$ cat config.mk
export PLATFORM = sky130hd
export DESIGN_NAME = button_debouncer
export DESIGN_NICKNAME = d
export VERILOG_FILES = /design/src/rtl/button_debouncer.sv
export SDC_FILE = /design/constraint.sdc
export NUM_CORES = 1
export LEC_CHECK = 0
export CAP_MARGIN = 20
export CELL_PAD_IN_SITES_DETAIL_PLACEMENT = 1
export CELL_PAD_IN_SITES_GLOBAL_PLACEMENT = 2
export CORE_UTILIZATION = 29
export DETAILED_ROUTE_END_ITERATION = 7
export GPL_ROUTABILITY_DRIVEN = 0
export GPL_TIMING_DRIVEN = 1
export PLACE_DENSITY_LB_ADDON = 0.2
export SLEW_MARGIN = 15
export SYNTH_ARGS = -nofsm -noshare
export SYNTH_HDL_FRONTEND = slang
export SYNTH_SLANG_ARGS = --single-unit
$ cat constraint.sdc
create_clock -name clk -period 1.3 [get_ports clk]
set_input_delay 0.26 -clock clk [delete_from_list [all_inputs] [get_ports clk]]
set_output_delay 0.26 -clock clk [all_outputs]
set_load 0.01 [all_outputs]
$ cat src/rtl/button_debouncer.sv
// Debounces a raw bouncing push-button into a clean synchronous level and counts
// aborted transitions in a saturating glitch counter.
module button_debouncer #(
    parameter int STABLE_CYCLES = 4,
    parameter int CNT_W         = 4,
    parameter int GLITCH_W      = 8
) (
    input  logic                clk,
    input  logic                rst,
    input  logic                rawButton,
    output logic                longPulse,
    output logic [GLITCH_W-1:0] glitchCount
);

    typedef enum logic [1:0] {
        LOW      = 2'd0,
        RISE_CHK = 2'd1,
        HIGH     = 2'd2,
        FALL_CHK = 2'd3
    } state_t;

    localparam logic [CNT_W-1:0] CNT_LAST = CNT_W'(STABLE_CYCLES - 1);

    state_t              state_q;
    logic                sync1_q;
    logic                sync2_q;
    logic [CNT_W-1:0]    cnt_q;
    logic                long_q;
    logic [GLITCH_W-1:0] glitch_q;
    logic [GLITCH_W-1:0] glitch_d;

    function automatic logic [GLITCH_W-1:0] sat_inc(input logic [GLITCH_W-1:0] v);
        return (&v) ? v : v + GLITCH_W'(1);
    endfunction

    assign glitch_d = sat_inc(glitch_q);

    // sync2_q is the only view of the button the FSM ever sees
    always_ff @(posedge clk) begin
        if (rst) begin
            sync1_q  <= 1'b0;
            sync2_q  <= 1'b0;
            state_q  <= LOW;
            cnt_q    <= '0;
            long_q   <= 1'b0;
            glitch_q <= '0;
        end else begin
            sync1_q <= rawButton;
            sync2_q <= sync1_q;
            case (state_q)
                LOW: begin
                    if (sync2_q) begin
                        state_q <= RISE_CHK;
                        cnt_q   <= '0;
                    end
                end
                RISE_CHK: begin
                    if (sync2_q) begin
                        if (cnt_q == CNT_LAST) begin
                            state_q <= HIGH;
                            long_q  <= 1'b1;
                            cnt_q   <= '0;
                        end else begin
                            cnt_q <= cnt_q + CNT_W'(1);
                        end
                    end else begin
                        state_q  <= LOW;
                        cnt_q    <= '0;
                        glitch_q <= glitch_d;
                    end
                end
                HIGH: begin
                    if (!sync2_q) begin
                        state_q <= FALL_CHK;
                        cnt_q   <= '0;
                    end
                end
                FALL_CHK: begin
                    // longPulse stays high until the low level is proven stable
                    if (!sync2_q) begin
                        if (cnt_q == CNT_LAST) begin
                            state_q <= LOW;
                            long_q  <= 1'b0;
                            cnt_q   <= '0;
                        end else begin
                            cnt_q <= cnt_q + CNT_W'(1);
                        end
                    end else begin
                        state_q  <= HIGH;
                        cnt_q    <= '0;
                        glitch_q <= glitch_d;
                    end
                end
                default: begin
                    state_q <= LOW;
                    cnt_q   <= '0;
                    long_q  <= 1'b0;
                end
            endcase
        end
    end

    assign longPulse   = long_q;
    assign glitchCount = glitch_q;

endmodule

==> impl_results.md <==
* Final critical-path setup slack at -0.01623 ns
* Highest fanout seen on the critical path at 8
* Setup TNS at -0.01623 ns
* Worst slew pin tran at 0.3189 ns
* First-pass GRT wire length at ~4300 um
* WP data arrival at 1.51 ns
* Hold buffer count at CTS at 0
* DR WL/cell at 15.70 um
* Skew final at 0.006037 ns
* Post-DRT Antenna Nets at 0
* # IOs at 12
* Area Growth Syn to Fin at 50.65%
* Worst-skew pair later-pin latency at roughly 0.30 ns
* Clk buf depth at 2
* Syn Inst Count at between 90 and 100
* Num CTS Buffers at 3
* Final Slew Violations at 0
* Seq pwr share at 57.7%
* EDFF count, synth at 0
* Failing checks: setup timing
* Status: finished, violations left
* Initial antenna violation count at 0
* Vias per cell at approximately 5.6
* Postcts setup bufs at 0
* Static leakage at 0.0005088 uW
* Setup crit end kind: flip-flop
* Sequential fraction of the synthesis area at 39.14%
* CTS H-tree depth at 1
* DP Wirelength at ~1800 um
* Post-layout nets at between 100 and 150
* Clock group share of total power at 33.1%
* Ys Warns at 0
* Cell Pwr Density at around 700 nW/um^2
* Diodes inserted at 0
* Max Cap Viol at 0
* Multiplexer share of the synthesized area at 4.029%
* Num Clock Sinks at 17
* Worst VDD drop at between 0.5 and 0.6 mV
* Min-delay worst type: flip-flop to flip-flop
* Largest net degree at the start of global routing at 12
* Mapped Nets at 99
* Pre-antenna DRT Iters at 4
* Post-Synth Adder-Cell Area at 2.878%
* CTS tree: built
* Die Ht at 56.76 um
* Peak Freq at 0.7597 GHz
* Worst hold slack at 0.4563 ns
* Crit path launch type: flip-flop
* Via count of the routed design at 878
* Final period utilization at 101.2%
* Xor and xnor area share after synthesis at between 2 and 3%
* #FFs+latches synth at 17
* Worst Path Class, Setup: flip-flop to flip-flop
* Final min period at 1.316 ns
* GRT Total Usage at roughly 17%
* Port Buf Inserts at 11
* Max_slew headroom at 78.71%
* Synthesized area at around 870 um^2
* Synth Area in Simple Gates at 27.48%
* Req. time, crit path at 1.49 ns
* Largest family of logic cells by synthesized area: simple AND/OR/NAND/NOR gates
* CTS root buffer: clkbuf_4
* CORE AREA at 2805 um^2
* Grt ovf at 0
* Post-synthesis compound-gate area fraction at a little under a fifth
* Vias in the first global route at between 900 and 1000
* Starting DRT DRC Count at 17
* Fraction of registers with async set/reset at 0%
* P_int at ~680 uW
* Synthesized area per cell at 9.251 um^2
* Initial Util at 31.00%
* Switching Fraction at 26.15%
* Die Width at 56.76 um
* Power share of the combinational group at a little under a tenth
* RSZ-0062 raised after global routing: yes
* Row count at 19
* Routed WL at roughly 2500 um
* Die area at 3222 um^2
* P_sw at 239.2 uW
* Dominant register cell in the synthesized netlist: dfxtp_1
* Finish-stage setup viols at 1
* Endpoints failing hold at 0
* Share of post-route cells with drive strength above 1 at 43.31%
* # DRC at 0
* Clock Pin Slew Worst Setup and Hold Paths at roughly 0.12 ns
* Library cells used by synthesis at 38
-- repair_timing --
action                                  4_1_cts  5_1_grt
endpoints found under the setup margin       18       10
pin swaps                                     4        2
cloned                                        0        0
resized for setup                            30        7
-- power groups by stage --
stage               combinational, uW  sequential [uW]  clock (uW)
CTS                              83.1              531         309
detailed placement               81.6              547           0
global route                     91.4              529         336
floorplan                        34.8              549           0
global placement                 79.6              547           0
finish                           84.1              528         303
-- through the flow --
| stage | setup WS (ns) | util (%) | instances | total power, uW | area (um^2) |
|---|---|---|---|---|---|
| after floorplan | -0.04108 | - | 94 | 583.8 | 912.1 |
| after global placement | -0.1013 | 42.86 | 154 | 626.2 | 1202 |
| after detailed placement | -0.1467 | 42.86 | 154 | 628.5 | 1202 |
| after CTS | -0.02121 | 45.90 | 158 | 923.0 | 1287 |
| after global routing | -0.05089 | 46.70 | 158 | 956.4 | 1310 |
| final | -0.01623 | 46.70 | 158 | 914.8 | 1310 |
-- layer usage --
| layer | track usage, % | wire length (um) | up-vias | share of wire, % |
|---|---|---|---|---|
| met5 | 0 | 0 | - | 0 |
| li1 | - | - | 427 | - |
| met4 | 5.226 | 19 | 0 | 0.77 |
| met1 | 23.56 | 1236 | 439 | 50 |
| met3 | 2.765 | 52 | 2 | 2.1 |
| met2 | 28.06 | 1172 | 10 | 47 |
-- cells in the final DEF, fill, tap and decap left out, types with 4 or more instances in the layout --
cell / instances
a21oi_1: 4
buf_4: 23
dfxtp_1: 6
dfxtp_2: 6
dfxtp_4: 5
dlygate4sd2_1: 8
nand2_1: 5
nand3_1: 4
nor2b_1: 5
-- registers in the layout, summed over array words and instances, names as in the netlist, named ones only --
register	flops
glitchCount	8
cnt_q	4
longPulse	1
state_q	1
sync1_q	1
sync2_q	1
-- cells by family (layout without fill, tap and decap cells) --
kind of cell,after synthesis,count (layout)
flip-flops,17,17
adder cells (fa/ha/maj),2,2
AND/OR/NAND/NOR,40,40
XOR/XNOR,2,2
AO/OA/AOI/OAI,21,21
buffers and inverters,9,42
multiplexers,3,3
-- cell usage after synthesis, drive strengths merged, types with 3 or more instances --
cell | n | area, um^2
inv | 3 | 11.26
nor3 | 3 | 15.01
and3 | 4 | 25.02
nor2b | 5 | 31.28
nand3 | 5 | 25.02
nor2 | 3 | 11.26
a31oi | 3 | 18.77
dfxtp | 17 | 340.3
nand2 | 5 | 18.77
and4 | 3 | 26.28
a21oi | 4 | 20.02
buf | 3 | 17.52
a311oi | 4 | 41.29
nand2b | 3 | 18.77
-- final cells by class --
type	count	area, um^2
Fill cell	324	1495
Multi-Input combinational cell	68	588.1
Sequential cell	17	366.6
Timing Repair Buffer	34	272.8
Tap cell	31	38.79
Clock buffer	3	22.52
Inverter	4	16.27
Clock inverter	1	5.005
-- final timing paths --
| path | startpoint | endpoint | slack, ns | depth (start not counted) |
|---|---|---|---|---|
| worst max-delay path | sync2_q$_SDFF_PP0_ | glitchCount[0]$_SDFFE_PP0P_ | -0.02 | 3 |
| worst min register to register | sync1_q$_SDFF_PP0_ | sync2_q$_SDFF_PP0_ | 0.46 | 1 |
| worst min-delay path | sync1_q$_SDFF_PP0_ | sync2_q$_SDFF_PP0_ | 0.46 | 1 |
| worst max register to register | sync2_q$_SDFF_PP0_ | glitchCount[0]$_SDFFE_PP0P_ | -0.02 | 3 |
-- critical path, stage by stage (launching register included) --
cell and delay [ns]:
dfxtp_4 0.39, xor2_4 0.22, a311oi_4 0.26, mux2_4 0.33
Power figures use the tool's default switching activity.
